File: src/rtl/fifo_arb_pkg.sv
// Shared types and sizing helpers for the FIFO write-port arbiter.
package fifo_arb_pkg;

  typedef enum logic {IDLE, BURST} arb_state_t;

  // Counter width that never collapses to zero bits.
  function automatic int unsigned cnt_w(input int unsigned n);
    return (n > 1) ? $clog2(n) : 1;
  endfunction

endpackage

File: src/rtl/rr_pick.sv
// Round-robin picker: first set request at or after ptr, wrapping.
// Rotates the request vector, priority-encodes it, then un-rotates.
module rr_pick #(
  parameter int unsigned NUM_REQ = 4,
  parameter int unsigned IdxW    = $clog2(NUM_REQ)
) (
  input  logic [NUM_REQ-1:0] req,
  input  logic [IdxW-1:0]    ptr,
  output logic               any,
  output logic [IdxW-1:0]    idx
);

  logic [NUM_REQ-1:0] w_rot;
  logic               w_found;
  int                 w_src;
  int                 w_off;
  int                 w_sum;

  always_comb begin
    w_rot   = '0;
    w_found = 1'b0;
    w_src   = 0;
    w_off   = 0;
    w_sum   = 0;
    for (int k = 0; k < int'(NUM_REQ); k++) begin
      w_src = int'(ptr) + k;
      if (w_src >= int'(NUM_REQ)) w_src = w_src - int'(NUM_REQ);
      w_rot[k] = req[w_src];
    end
    for (int k = 0; k < int'(NUM_REQ); k++) begin
      if (w_rot[k] && !w_found) begin
        w_found = 1'b1;
        w_off   = k;
      end
    end
    w_sum = int'(ptr) + w_off;
    if (w_sum >= int'(NUM_REQ)) w_sum = w_sum - int'(NUM_REQ);
    idx = IdxW'(w_sum);
    any = |req;
  end

endmodule

File: src/rtl/fifo_wr_arbiter.sv
// Burst-based round-robin arbiter sharing one FIFO write port among NUM_REQ producers.
module fifo_wr_arbiter
  import fifo_arb_pkg::*;
#(
  parameter int unsigned NUM_REQ   = 4,
  parameter int unsigned DATASIZE  = 8,
  parameter int unsigned BURST_LEN = 4
) (
  input  logic                          clk,
  input  logic                          rst,
  input  logic [NUM_REQ-1:0]            req_valid,
  input  logic [NUM_REQ*DATASIZE-1:0]   req_data,
  output logic [NUM_REQ-1:0]            req_ready,
  input  logic                          fifo_wfull,
  input  logic                          fifo_almost_full,
  output logic                          fifo_winc,
  output logic [DATASIZE-1:0]           fifo_wdata,
  output logic [$clog2(NUM_REQ)-1:0]    grant_id,
  output logic                          busy,
  output logic                          burst_done
);

  localparam int unsigned IdxW = $clog2(NUM_REQ);
  localparam int unsigned CntW = cnt_w(BURST_LEN);

  arb_state_t    r_state, w_state_nxt;
  logic [IdxW-1:0] r_grant, w_grant_nxt;
  logic [IdxW-1:0] r_ptr, w_ptr_nxt;
  logic [CntW-1:0] r_cnt, w_cnt_nxt;

  logic            w_any;
  logic [IdxW-1:0] w_pick;
  logic            w_sel_valid;
  logic            w_acc;
  logic [DATASIZE-1:0] w_slice [NUM_REQ];

  rr_pick #(
    .NUM_REQ (NUM_REQ),
    .IdxW    (IdxW)
  ) u_rr_pick (
    .req (req_valid),
    .ptr (r_ptr),
    .any (w_any),
    .idx (w_pick)
  );

  always_comb begin
    for (int i = 0; i < int'(NUM_REQ); i++) begin
      w_slice[i] = req_data[i*DATASIZE +: DATASIZE];
    end
  end

  assign fifo_wdata  = w_slice[r_grant];
  assign w_sel_valid = req_valid[r_grant];
  assign w_acc       = (r_state == BURST) && w_sel_valid && !fifo_wfull;
  assign grant_id    = r_grant;
  assign busy        = (r_state == BURST);

  always_comb begin
    w_state_nxt = r_state;
    w_grant_nxt = r_grant;
    w_ptr_nxt   = r_ptr;
    w_cnt_nxt   = r_cnt;
    req_ready   = '0;
    fifo_winc   = 1'b0;
    burst_done  = 1'b0;
    unique case (r_state)
      IDLE: begin
        // almost_full only gates new grants; it never cuts a running burst.
        if (w_any && !fifo_almost_full) begin
          w_grant_nxt = w_pick;
          w_cnt_nxt   = '0;
          w_state_nxt = BURST;
        end
      end
      BURST: begin
        req_ready[r_grant] = !fifo_wfull;
        fifo_winc          = w_acc;
        if (w_acc) w_cnt_nxt = r_cnt + CntW'(1);
        if ((w_acc && (r_cnt == CntW'(BURST_LEN - 1))) || !w_sel_valid) begin
          burst_done  = 1'b1;
          w_ptr_nxt   = (r_grant == IdxW'(NUM_REQ - 1)) ? '0 : r_grant + IdxW'(1);
          w_state_nxt = IDLE;
        end
      end
      default: w_state_nxt = IDLE;
    endcase
  end

  always_ff @(posedge clk or posedge rst) begin
    if (rst) begin
      r_state <= IDLE;
      r_grant <= '0;
      r_ptr   <= '0;
      r_cnt   <= '0;
    end else begin
      r_state <= w_state_nxt;
      r_grant <= w_grant_nxt;
      r_ptr   <= w_ptr_nxt;
      r_cnt   <= w_cnt_nxt;
    end
  end

endmodule

File: config.mk
export PLATFORM = sky130hd
export DESIGN_NAME = fifo_wr_arbiter
export DESIGN_NICKNAME = d
export VERILOG_FILES = /design/src/rtl/fifo_arb_pkg.sv /design/src/rtl/rr_pick.sv /design/src/rtl/fifo_wr_arbiter.sv
export SDC_FILE = /design/constraint.sdc
export NUM_CORES = 1
export LEC_CHECK = 0
export ABC_AREA = 1
export CAP_MARGIN = 0
export CORE_MARGIN = 1
export CORE_UTILIZATION = 60
export CTS_BUF_LIST = sky130_fd_sc_hd__clkbuf_4 sky130_fd_sc_hd__clkbuf_8
export DETAILED_ROUTE_END_ITERATION = 7
export DONT_BUFFER_PORTS = 1
export GPL_ROUTABILITY_DRIVEN = 1
export PLACE_DENSITY = 0.8
export SYNTH_ARGS = -nofsm -noshare
export SYNTH_HDL_FRONTEND = slang
export SYNTH_SLANG_ARGS = --single-unit
File: constraint.sdc
create_clock -name clk -period 2.4 [get_ports clk]
set_clock_uncertainty 0.15 [all_clocks]
set_input_delay 0.12 -clock clk [delete_from_list [all_inputs] [get_ports clk]]
set_output_delay 0.12 -clock clk [all_outputs]
set_load 0.05 [all_outputs]
; ---- After elaboration in Yosys (flattened, before gate mapping)
; Index checks and enable logic that the tools add are counted.
; Widths: inputs -> output; s select.
[op_classes]
addsub = 11
magnitude_cmp = 12
n_eq_ne = 4
n_mux = 41
bitwise_logic = 3
n_reduce_logical = 19
[ops]
columns = operator, count
row1 = $lt 32x4->1 const B, 4
row2 = $mux 32, 4
row3 = $ge 32x4->1 const B, 3
row4 = $sub 32x4->32 const B, 3
row5 = $mux 1, 19
row6 = $bmux 8 s2, 1
row7 = $mux 8, 2
row8 = $mux 2, 6
row9 = $bmux 1 s2, 5
row10 = $logic_and 1x1->1, 8
row11 = $add 2x2->3 const B, 2
row12 = $ge 3x3->1 const B, 2
row13 = $logic_not 1->1, 6
row14 = $reduce_and 2->1, 3
row15 = $add 2x1->2 const B, 2
row16 = $and 4x4->4, 1
row17 = $eq 2x2->1 const B, 2
row18 = $mux 4, 1
row19 = $pmux 2 s2, 1
row20 = $reduce_or 4->1, 1
row21 = $sub 2x3->4 const B, 1
row22 = $add 2x1->3 const B, 1
row23 = $add 2x2->3, 1
row24 = $ge 2x3->1 const B, 1
row25 = other kinds (10), 10
[totals]
register_bits = 7
in_bits = 40
elab_cells = 94

; ---- Logic depth before layout (Yosys ltp)
[logic_depth]
word_depth = 18
depth_mapped = 14
depth_no_buf = 13

; ---- Hierarchy
; From an unflattened synthesis, not the netlist that was laid out.
[hier_totals]
cells_unflattened = 163
area_unflattened_um2 = 989.7
[by_module_without_submodules]
columns = mod, n_inst, cells_each, area_each_um2, seq_area_each_um2
row1 = fifo_wr_arbiter, 1, 107, 706.9, 175.2
row2 = rr_pick, 1, 56, 282.8, 0.0

; ---- Worst setup path after synthesis
; OpenSTA, ideal clock, no wires.
[synth_timing]
kind = flip-flop to output port
from = reg r_grant[0] (netlist: grant_id[0])
to = out fifo_wdata[5]
t_arrival_ps = 2048
required_ps = 2130
slack_ps = 82
stages_incl_launch_ff = 5
cell_sequence = dfrtp_1 -> buf_4 -> clkbuf_1 -> o21ai_0 -> o22ai_1
[synth_between]
elab_chain_cells = 4
[synth_lines]
columns = element, line_no
row1 = start: declaration, fifo_wr_arbiter.sv:27  ; logic [IdxW-1:0] r_grant, w_grant_nxt;
row2 = start signal: assignment, fifo_wr_arbiter.sv:98  ; r_grant <= w_grant_nxt;
row3 = $not 2->3 (not written as such), fifo_wr_arbiter.sv:53  ; assign fifo_wdata = w_slice[r_grant];
row4 = $bmux 8 s2, fifo_wr_arbiter.sv:53
row5 = $mux 8 (not written as such) (2 in a row), fifo_wr_arbiter.sv:53
row6 = end: declaration, fifo_wr_arbiter.sv:17  ; output logic [DATASIZE-1:0] fifo_wdata,
; No other way between the ends. The select of a mux whose other input is x is not followed.

; ---- Worst setup path in the final report
[layout_timing]
from = reg r_grant[0] (netlist: grant_id[0])
to = out fifo_winc
[layout_between]
elab_chain_cells = 5
[layout_lines]
columns = element, line_no
row1 = $bmux 1 s2, fifo_wr_arbiter.sv:54  ; assign w_sel_valid = req_valid[r_grant];
row2 = $mux 1 (not written as such), fifo_wr_arbiter.sv:54
row3 = $logic_and 1x1->1 (2 in a row), fifo_wr_arbiter.sv:55  ; assign w_acc = (r_state == BURST) && w_sel_valid && !fifo_wfull;
row4 = $mux 1, fifo_wr_arbiter.sv:67  ; unique case (r_state)
row5 = end: declaration, fifo_wr_arbiter.sv:16  ; output logic fifo_winc,
; No other way between the ends. The select of a mux whose other input is x is not followed.

==> out/qor.log <==
INFO  run_status     outcome=finished clean
INFO  floorplan      dieWidth=41.3um
INFO  power          vdd_drop_max=1.64mV
INFO  critical_path  crit_end_category=primary output
INFO  clock_network  numCtsBuffers=3
INFO  clock_network  clk_pin_slew=0.06ns
INFO  sta            layout_min_cycle_time=2.03ns
INFO  sta            tightest_slew=0.577ns
INFO  grt            grt_max_degree=23
INFO  final_layout   final_layout_size_suffix_gt1_frac=0.203
INFO  critical_path  critical_path_required=2.13ns
INFO  placed_design  gp_congestion=0.790
INFO  yosys          post_synth_instance_area=925um^2
INFO  yosys          yosys.cell_count.top_type=sky130_fd_sc_hd__nand2_1
INFO  final_layout   layout.nets=219
INFO  power          power_leakage=0.577nW
INFO  critical_path  timing.critical_path.from_type=register
INFO  clock_network  cts_max_level=1
INFO  clock_network  tritoncts_clock_tree=built
INFO  yosys          ys.flop_type=sky130_fd_sc_hd__dfrtp_1
INFO  grt            total_routing_usage_gr=0.291
INFO  yosys          number_of_nets_produced_by_synthesis=202
INFO  power          report.power.total=2.04mW
INFO  final_layout   area_delta_synth_final=16.8%
INFO  yosys          synth_edf_count=0
INFO  yosys          synth_seq_area_share=0.189
INFO  grt            number_of_antenna_violations_at_the_first_check_in_global_routing=0
INFO  floorplan      std_cell_rows=13
INFO  placed_design  port-buffer-count=0
INFO  route          routed_wl=2.34mm
INFO  route          routed_via_density=5.70
INFO  route          drcViolationCount=0
INFO  route          antenna_violating_nets_post_route=0
INFO  grt            overflow=0
INFO  yosys          netlist.area_leader.share=0.189
INFO  route          detail_route.iter0.violations=22
INFO  clock_network  clock_latency=0.25ns
INFO  yosys          ys_types=24
INFO  critical_path  r2r_end=grant_id[1]
INFO  route          drt_pre_antenna_iters=4
INFO  sta            final-max-slew-violation-count=0
INFO  min_path       worst_hold_startpoint=fifo_almost_full
INFO  critical_path  timing.critical_path.arrival=1.76ns
INFO  clock_network  post_cts_buffers=0
INFO  min_path       worst_hold_path.endpoint=busy
INFO  yosys          synth_cells=156
INFO  critical_path  r2r_setup_slack=0.37ns
INFO  run            drv_cap=0
INFO  sta            report.final.hold_viol_count=0
INFO  clock_network  cts_max_path_buffers=2
INFO  sta            worst_slew_margin_rel=0.615
INFO  yosys          average_footprint_of_a_synthesized_cell=5.93um^2
INFO  placed_design  post-dp-hpwl=1.83mm
INFO  critical_path  critical_path.startpoint=grant_id[0]
INFO  floorplan      placeable_core_region=1370um^2
INFO  yosys          ranking_of_synthesized_cells_by_instance_count=sky130_fd_sc_hd__nand2_1 (41), sky130_fd_sc_hd__nor2_1 (24), sky130_fd_sc_hd__o21ai_0 (19), sky130_fd_sc_hd__inv_1 (15), sky130_fd_sc_hd__nand3_1 (9)
INFO  min_path       min_path_cells=3
INFO  critical_path  criticalPathCategory=register to primary output
INFO  min_path       timing.hold.worst.class=primary input to register
INFO  yosys          async_reset_ff_frac=1.00
INFO  clock_network  clock_sinks=7
INFO  yosys          synth.yosys.warnings=0
INFO  clock_network  root_buffer=sky130_fd_sc_hd__clkbuf_4
INFO  yosys          netlist.top_cell.by_area=sky130_fd_sc_hd__dfrtp_1
INFO  critical_path  depth_of_the_worst_register_to_register_path=12
INFO  grt            via_count_of_the_first_global_routing_pass=865
INFO  floorplan      ioPinCount=57
INFO  sta            grt_setup_unrepaired=false
INFO  sta            final.period_utilization=0.847
INFO  critical_path  reg2reg_from=r_ptr[0]
INFO  floorplan      vert_die_dim=41.3um
INFO  route          wire_per_inst=12.5um
INFO  power          pwr_density_cell=1890nW/um^2
INFO  route          route.vias.total=1,065
INFO  critical_path  critical_path.max_fanout=22
INFO  yosys          post_synth_main_area_contributors=sky130_fd_sc_hd__dfrtp_1 (19%), sky130_fd_sc_hd__nand2_1 (17%), sky130_fd_sc_hd__o21ai_0 (10%)
INFO  sta            setup_viol_count_final=0
INFO  final_layout   insertedDiodeCount=0
INFO  floorplan      die_area=1700um^2
INFO  sta            fin_tns_setup=0ns
INFO  sta            fmax=0.492GHz
INFO  grt            grt_first_pass_wirelength=3.28mm
INFO  floorplan      initial_util=0.677
INFO  yosys          postSynthRegisterBits=7
[worst max-delay path, cell delays in order (launching register included)]
cell	delay, ns
sky130_fd_sc_hd__dfrtp_1	0.37
sky130_fd_sc_hd__inv_1	0.43
sky130_fd_sc_hd__nand2_1	0.09
sky130_fd_sc_hd__nand3_1	0.13
sky130_fd_sc_hd__nand2_1	0.11
sky130_fd_sc_hd__nor2_1	0.14
sky130_fd_sc_hd__buf_4	0.22
[registers in the layout, summed over array words and instances (netlist names)]
signal	cells
grant_id	2
r_cnt	2
r_ptr	2
busy	1
[kinds of logic after synthesis]
family                   count (synthesis)  synth area share
flip-flops                               7             0.189
adder cells (fa/ha/maj)                  6            0.0812
AND/OR/NAND/NOR                         85             0.398
buffers and inverters                   25             0.130
AO/OA/AOI/OAI                           32             0.192
XOR/XNOR                                 1           0.00947
[worst max-delay path by stage]
| stage | endpoint | slack, ns | cells after the start |
|---|---|---|---|
| 2_1_floorplan | fifo_wdata[5] | 0.08 | 4 |
| 3_3_place_gp | grant_id[1] | 0.50 | 12 |
| 3_5_place_dp | grant_id[1] | 0.39 | 12 |
| 4_1_cts | grant_id[1] | 0.38 | 12 |
| 5_1_grt | fifo_winc | 0.22 | 6 |
| 6_report | fifo_winc | 0.37 | 6 |
[layout make-up]
type / count / area [um^2]
Inverter: 19 / 76.3
Sequential cell: 7 / 175
Fill cell: 105 / 287
Timing Repair Buffer: 18 / 150
Clock buffer: 4 / 30.0
Tap cell: 15 / 18.8
Multi-Input combinational cell: 124 / 629
[cells in the final DEF, fill, tap and decap left out, drive strengths merged, types with 4 or more instances in the layout]
master / count
inv: 18
nor2: 25
dfrtp: 7
o21ai: 22
buf: 17
o22ai: 8
nand3: 9
ha: 6
clkbuf: 4
nand2: 50
[per-stage QoR]
step	area [um^2]	utilization	cells	setup WS, ns	hold slack [ns]
2_1_floorplan	925	-	156	0.0819	-0.227
3_3_place_gp	1040	0.761	182	0.498	-0.200
3_5_place_dp	1040	0.761	182	0.395	-0.189
4_1_cts	1080	0.790	187	0.384	0.00836
5_1_grt	1080	0.790	187	0.223	0.0452
6_report	1080	0.790	187	0.368	0.0163
[metal layers]
layer | wire length, um | track usage | share of wire | vias to the layer above
met3 | 165 | 0.0326 | 0.071 | 2
li1 | - | - | - | 533
met2 | 1190 | 0.566 | 0.51 | 59
met1 | 977 | 0.332 | 0.42 | 471
met4 | 5 | 0.0565 | 0.0021 | 0
met5 | 0 | 0 | 0 | -
[power breakdown]
| part | total, mW | internal, mW | switching, mW | leakage [nW] |
|---|---|---|---|---|
| Combinational | 1.67 | 0.509 | 1.16 | 0.472 |
| Clock | 0.120 | 0.0748 | 0.0452 | 0.0184 |
| Sequential | 0.245 | 0.175 | 0.0694 | 0.0866 |
| Total | 2.04 | 0.759 | 1.28 | 0.577 |
[what timing repair did]
| item | CTS | global route |
|---|---|---|
| endpoints found under the hold margin | 7 | 0 |
| endpoints found under the setup margin | 0 | 0 |
| hold buffers | 1 | 0 |
| resized for setup | 0 | 0 |
Power figures use the tool's default switching activity.
